[config.mk]
export PLATFORM = sky130hd
export DESIGN_NAME = draw_image_rom
export DESIGN_NICKNAME = d
export VERILOG_FILES = /design/src/rtl/vga_pkg.sv /design/src/rtl/signal_delay.sv /design/src/rtl/draw_image_rom.sv
export SDC_FILE = /design/constraint.sdc
export NUM_CORES = 1
export LEC_CHECK = 0
export BUFFER_PORTS_ARGS = -buffer_cell sky130_fd_sc_hd__buf_2
export CORE_MARGIN = 8
export CORE_UTILIZATION = 35
export CTS_BUF_LIST = sky130_fd_sc_hd__clkbuf_4 sky130_fd_sc_hd__clkbuf_8
export DETAILED_ROUTE_END_ITERATION = 8
export HOLD_SLACK_MARGIN = 0.05
export PLACE_DENSITY = 0.6
export SETUP_SLACK_MARGIN = 0.05
export SLEW_MARGIN = 5
export SYNTH_ARGS = -nofsm -noshare
export SYNTH_HDL_FRONTEND = slang
export SYNTH_HIERARCHICAL = 1
export SYNTH_SLANG_ARGS = --single-unit
[constraint.sdc]
create_clock -name clk -period 3.94 [get_ports clk]
set_input_delay 0.197 -clock clk [delete_from_list [all_inputs] [get_ports clk]]
set_output_delay 0.197 -clock clk [all_outputs]
set_load 0.005 [all_outputs]
[src/rtl/vga_pkg.sv]
// Shared VGA constants and types for the drawing pipeline.
//   HCOUNT_W / VCOUNT_W : timing counter widths
//   RGB_W               : {r,g,b} colour width, 4 bits per channel
//   ADDR_X_W / ADDR_Y_W : image ROM address split, address = {y, x}
//   IMG_W_DEF/IMG_H_DEF : default image size
//   vga_timing_t        : timing bundle carried through pipeline stages
package vga_pkg;

    localparam int HCOUNT_W  = 11;
    localparam int VCOUNT_W  = 11;
    localparam int RGB_W     = 12;
    localparam int POS_W     = 12;
    localparam int ADDR_X_W  = 6;
    localparam int ADDR_Y_W  = 6;
    localparam int ADDR_W    = ADDR_X_W + ADDR_Y_W;
    localparam int IMG_W_DEF = 48;
    localparam int IMG_H_DEF = 64;

    typedef struct packed {
        logic [HCOUNT_W-1:0] hcount;
        logic                hsync;
        logic                hblnk;
        logic [VCOUNT_W-1:0] vcount;
        logic                vsync;
        logic                vblnk;
    } vga_timing_t;

    localparam int TIMING_W = $bits(vga_timing_t);

endpackage

[src/rtl/signal_delay.sv]
// Fixed-latency register chain.
//   clk  : clock
//   rst  : asynchronous active-low reset, clears every stage
//   din  : WIDTH-bit input
//   dout : din delayed by CLK_DEL (>= 1) clock cycles
module signal_delay #(
    parameter int WIDTH   = 8,
    parameter int CLK_DEL = 1
) (
    input  logic             clk,
    input  logic             rst,
    input  logic [WIDTH-1:0] din,
    output logic [WIDTH-1:0] dout
);

    logic [WIDTH-1:0] pipe [CLK_DEL];

    always_ff @(posedge clk or negedge rst) begin
        if (!rst) begin
            for (int i = 0; i < CLK_DEL; i++) pipe[i] <= '0;
        end else begin
            pipe[0] <= din;
            for (int i = 1; i < CLK_DEL; i++) pipe[i] <= pipe[i-1];
        end
    end

    assign dout = pipe[CLK_DEL-1];

endmodule

[src/rtl/draw_image_rom.sv]
// Image ROM overlay stage. Issues ROM addresses from the VGA counters and the
// image position, then merges the returned pixel into the RGB stream.
// Two-stage pipeline: stage 1 registers rom_addr and the window flag, stage 2
// registers rgb_out; all timing outputs are delayed by 2 clk to stay aligned.
//   clk, rst                  : pixel clock, async active-low reset
//   xpos, ypos                : image top-left corner, latched on vblnk rise
//   hcount_in .. vblnk_in     : incoming VGA timing
//   rgb_in                    : background colour
//   rom_addr                  : {rel_y[5:0], rel_x[5:0]}, 0 outside the image
//   rom_rgb                   : ROM pixel for the rom_addr presented last clk
//   hcount_out .. vblnk_out   : timing delayed 2 clk
//   rgb_out                   : merged colour aligned with timing outputs
module draw_image_rom
    import vga_pkg::*;
#(
    parameter int               IMG_W      = IMG_W_DEF,
    parameter int               IMG_H      = IMG_H_DEF,
    parameter bit               TRANSP_EN  = 1'b0,
    parameter logic [RGB_W-1:0] TRANSP_RGB = 12'hF0F
) (
    input  logic                clk,
    input  logic                rst,
    input  logic [POS_W-1:0]    xpos,
    input  logic [POS_W-1:0]    ypos,
    input  logic [HCOUNT_W-1:0] hcount_in,
    input  logic                hsync_in,
    input  logic                hblnk_in,
    input  logic [VCOUNT_W-1:0] vcount_in,
    input  logic                vsync_in,
    input  logic                vblnk_in,
    input  logic [RGB_W-1:0]    rgb_in,
    output logic [ADDR_W-1:0]   rom_addr,
    input  logic [RGB_W-1:0]    rom_rgb,
    output logic [HCOUNT_W-1:0] hcount_out,
    output logic                hsync_out,
    output logic                hblnk_out,
    output logic [VCOUNT_W-1:0] vcount_out,
    output logic                vsync_out,
    output logic                vblnk_out,
    output logic [RGB_W-1:0]    rgb_out
);

    logic [POS_W-1:0] xpos_r;
    logic [POS_W-1:0] ypos_r;
    logic             vblnk_prev;

    // Position only moves on the vblnk rising edge so a frame is never torn.
    always_ff @(posedge clk or negedge rst) begin
        if (!rst) begin
            xpos_r     <= '0;
            ypos_r     <= '0;
            vblnk_prev <= 1'b0;
        end else begin
            vblnk_prev <= vblnk_in;
            if (vblnk_in && !vblnk_prev) begin
                xpos_r <= xpos;
                ypos_r <= ypos;
            end
        end
    end

    // 13-bit signed differences: bit 12 set means the beam is left of / above
    // the image, which also covers positions with bit 11 set (never reached).
    logic [12:0] rel_x;
    logic [12:0] rel_y;
    logic        in_win;

    assign rel_x = {2'b00, hcount_in} - {1'b0, xpos_r};
    assign rel_y = {2'b00, vcount_in} - {1'b0, ypos_r};

    assign in_win = ~hblnk_in & ~vblnk_in
                  & ~rel_x[12] & (rel_x < 13'(IMG_W))
                  & ~rel_y[12] & (rel_y < 13'(IMG_H));

    logic in_win_s1;

    always_ff @(posedge clk or negedge rst) begin
        if (!rst) begin
            rom_addr  <= '0;
            in_win_s1 <= 1'b0;
        end else begin
            rom_addr  <= in_win ? {rel_y[ADDR_Y_W-1:0], rel_x[ADDR_X_W-1:0]} : '0;
            in_win_s1 <= in_win;
        end
    end

    vga_timing_t timing_in;
    vga_timing_t timing_d;
    logic [RGB_W-1:0] rgb_s1;

    assign timing_in = '{hcount: hcount_in, hsync: hsync_in, hblnk: hblnk_in,
                         vcount: vcount_in, vsync: vsync_in, vblnk: vblnk_in};

    signal_delay #(.WIDTH(TIMING_W), .CLK_DEL(2)) u_timing_delay (
        .clk  (clk),
        .rst  (rst),
        .din  (timing_in),
        .dout (timing_d)
    );

    signal_delay #(.WIDTH(RGB_W), .CLK_DEL(1)) u_rgb_delay (
        .clk  (clk),
        .rst  (rst),
        .din  (rgb_in),
        .dout (rgb_s1)
    );

    // in_win_s1 already excludes blanking, so blank pixels keep the background.
    logic [RGB_W-1:0] rgb_next;

    always_comb begin
        rgb_next = rgb_s1;
        if (in_win_s1 && !(TRANSP_EN && (rom_rgb == TRANSP_RGB))) begin
            rgb_next = rom_rgb;
        end
    end

    always_ff @(posedge clk or negedge rst) begin
        if (!rst) rgb_out <= '0;
        else      rgb_out <= rgb_next;
    end

    assign hcount_out = timing_d.hcount;
    assign hsync_out  = timing_d.hsync;
    assign hblnk_out  = timing_d.hblnk;
    assign vcount_out = timing_d.vcount;
    assign vsync_out  = timing_d.vsync;
    assign vblnk_out  = timing_d.vblnk;

endmodule
==> impl_metrics.py <==
metrics = {
    "status": {
        "status": "finished clean",
    },
    "finish": {
        "final_layout_size_suffix_gt1_share_pct": 33.1,
        "stdcell_area_um2": 6510,
        "nets": 668,
        "final_cells": 756,
        "synthToLayoutAreaGrowth_pct": 37.8,
        "antenna_cells": 0,
    },
    "sta": {
        "worst_pin_slew_ns": 0.707,
        "drv_slew": 0,
        "relSlewSlack_pct": 52.7,
        "setup_viol": 0,
        "fin_setup_tns_ns": 0,
        "rsz0062_at_grt": "false",
        "fmax_mhz": 309,
        "period_minus_slack_ns": 3.24,
        "fin_skew_ns": 0.0119,
        "layout_setup_ws_ns": 0.704,
        "period_share_pct": 82.1,
        "finalHoldViolCount": 0,
    },
    "logic_synthesis": {
        "synth-xor-area-share_pct": 1.48,
        "synthSimpleGateAreaFrac_pct": 10.9,
        "synthArstFlopShare_pct": 100,
        "synth_adder_area_share_pct": 6.68,
        "postSynthAreaPerCell_um2": 12.4,
        "synth_top_area_share_pct": 60.4,
        "synthMuxAreaShare_pct": 4.03,
        "ys_warn_count": 6,
        "ys.flop_type": "dfrtp_1",
        "synth_seq_area_share_pct": 60.4,
        "syn_inst": 380,
        "synth_edf_count": 0,
        "synth_nets": 480,
        "synth_top_family_by_area": "simple AND/OR/NAND/NOR gates",
        "synth_area_um2": 4720,
        "synth_compound_area_share_pct": 9.36,
        "yosysUniqueCellTypes": 48,
        "yosys-top-cells-area": "dfrtp_1 60%, ha_1 5.8%, buf_4 4.1%",
        "ys_seq_elements": 114,
        "synth.largest_area_cell": "dfrtp_1",
    },
    "place": {
        "port-buffer-count": 125,
        "post-place-ws_ns": 0.816,
        "dpl_cell_area_um2": 5360,
        "hpwlAfterDp_um": 7680,
        "place_inst": 650,
        "place_congestion": 0.787,
    },
    "power": {
        "power_leakage_nw": 3.08,
        "seq_power_share_pct": 44.4,
        "power_frac_comb_pct": 18.3,
        "finalPower_mw": 2.85,
        "p_sw_mw": 0.771,
        "power_frac_clock_pct": 37.4,
        "powerDensity_nw_per_um2": 438,
        "swShare_pct": 27.1,
        "peakVddDrop_uv": 227,
        "internal_power_mw": 2.08,
    },
    "worst_setup_path": {
        "endpoint_kind": "flop",
        "r2r_slack_ns": 0.83,
        "reg2reg_to": "rom_addr[4]",
        "critPathMaxFanout": 13,
        "critPathMaxStageDelay_ns": 0.64,
        "rr_startpoint": "ypos_r[0]",
        "cp.arrival_ns": 3.57,
        "critical_path_class": "in -> reg",
        "crit_path_frequent_cell": "inv_1",
        "critical-path-slowest-cell": "or4_4",
        "worst_setup_path_start_kind": "input pin",
        "r2r_cells": 11,
        "crit_chain": "dlygate4sd3_1 -> buf_2 -> inv_1 -> ha_1 -> inv_1 -> fa_1 -> a211oi_1 -> nor2_1 -> o221ai_1 -> nor2b_1 -> a211o_1 -> nand2_1 -> or4_4 -> nor4b_2",
        "cp.required_ns": 4.28,
    },
    "floorplanning": {
        "top_level_ports": 126,
        "die_w_um": 132,
        "die_area_um2": 17500,
        "coreArea_um2": 13200,
        "initial_core_util_pct": 35.8,
        "rows": 42,
        "die_h_um": 132,
    },
    "routing": {
        "ant_nets": 0,
        "drt-pass1-iter-count": 6,
        "drc_errors": 0,
        "totalWireLength_um": 10600,
        "num_vias": 3374,
        "drt_iter0_markers": 131,
        "routedWlPerCell_um": 14.0,
        "via_per_inst": 4.46,
    },
    "clock_network": {
        "holdBufCountCts": 75,
        "root_buffer": "clkbuf_8",
        "cts_num_sinks": 114,
        "cts_tree": "done",
        "clkTransAtPathRegs_ns": 0.07,
        "clk_latency_ns": 0.43,
        "clock_path_buffers": 2,
        "cts_made_buffers": 17,
        "htreeDepth": 4,
        "cts_resized": 0,
        "postCtsSetupRepairBufs": 0,
    },
    "global_route": {
        "grt_overflow": 0,
        "antenna_found_initial": 0,
        "grt_pass1_vias": 3647,
        "grt_usage_pct": 12.7,
        "grt_pass1_wl_um": 17800,
        "grt_start_max_net_pins": 45,
    },
    "worst_hold_path": {
        "hp-class": "in -> async",
    },
    "job": {
        "cap_violations": 0,
    },
}
==> power groups by stage <==
stage / Combinational (mW) / Sequential [mW] / Clock [mW]
after floorplan: 0.329 / 1.28 / 0
after global placement: 0.457 / 1.28 / 0
after detailed placement: 0.466 / 1.29 / 0
after CTS: 0.528 / 1.26 / 1.11
after global routing: 0.586 / 1.27 / 1.16
final: 0.520 / 1.26 / 1.06
==> how the worst max path moves through the flow <==
| stage | from | to | slack [ns] | depth (start not counted) |
|---|---|---|---|---|
| 2_1_floorplan | xpos_r[5] | rom_addr[10] | 1.07 | 11 |
| 3_3_place_gp | hcount_in[0] | rom_addr[4] | 0.92 | 12 |
| 3_5_place_dp | vcount_in[0] | rom_addr[4] | 0.82 | 13 |
| 4_1_cts | vcount_in[0] | rom_addr[4] | 0.77 | 14 |
| 5_1_grt | vcount_in[0] | rom_addr[2] | 0.40 | 14 |
| 6_report | vcount_in[0] | rom_addr[4] | 0.70 | 14 |
==> synth_stat cells, types with 2 or more instances <==
cell type,instances
ha_1,22
inv_1,28
nand2b_1,6
o21a_1,3
a21oi_1,10
o21ai_0,27
fa_1,2
mux2_2,16
a31oi_1,2
xnor2_1,5
a21o_1,5
buf_1,2
or4_1,2
a211oi_1,5
nand3_1,5
o2111ai_1,2
clkbuf_1,5
nor3_1,5
o21ai_1,7
nor4_1,3
xor2_1,3
nor2b_1,7
dfrtp_1,114
nand2_1,23
nor3_2,8
nor2_1,13
or3_1,3
and3_1,2
buf_4,26
==> flip-flops by register name (all words and copies together) (netlist names), 12 cells and up <==
signal,flops
u_rgb_delay/dout,12
u_timing_delay/dout,26
u_timing_delay/pipe,26
xpos_r,12
rgb_out,12
ypos_r,12
rom_addr,12
==> per-stage QoR <==
step | hold slack, ns | utilization (%)
global placement | 0.206 | 40.6
detailed placement | 0.221 | 40.6
floorplan | -0.0986 | -
CTS | 0.269 | 49.3
finish | 0.292 | 49.3
global route | 0.318 | 49.3
==> final cells by class <==
cell class	instances	area (µm²)
fillers	1192	6680
flip-flops and latches	114	2850
clock inverters	12	133
repair buffers	203	1400
clock buffers	19	262
multi-input cells	204	1530
inverters	28	105
well taps	176	220
==> kinds of logic after synthesis <==
family / count (synthesis)
xor gates and xnor gates: 8
muxes: 17
AOI/OAI and AO/OA: 69
DFF: 114
adders and majority gates: 24
and+or+nand+nor: 86
buffers and inverters: 62
==> critical path: cells and delay by family <==
| kind | cells | cell delay (ns) |
|---|---|---|
| AOI/OAI and AO/OA | 3 | 0.64 |
| buffers and inverters | 4 | 0.78 |
| adders and majority gates | 2 | 0.58 |
| and+or+nand+nor | 5 | 1.37 |
==> cell usage in the layout (no fill, tap or decap), types with 10 or more instances in the layout <==
master	count
o21ai_0	27
ha_1	22
a21oi_1	10
nor2_1	13
dfrtp_1	114
dlygate4sd3_1	75
mux2_2	16
inv_1	28
buf_2	124
nand2_1	23
clkbuf_8	19
==> layer usage <==
metal | GRT usage (%) | part of all wire (%) | up-vias
met3 | 4.95 | 7.0 | 14
met2 | 20.3 | 48 | 101
met4 | 4.79 | 1.3 | 0
met1 | 15.3 | 44 | 1610
li1 | - | - | 1649
met5 | 0 | 0 | -
Power figures use the tool's default switching activity.
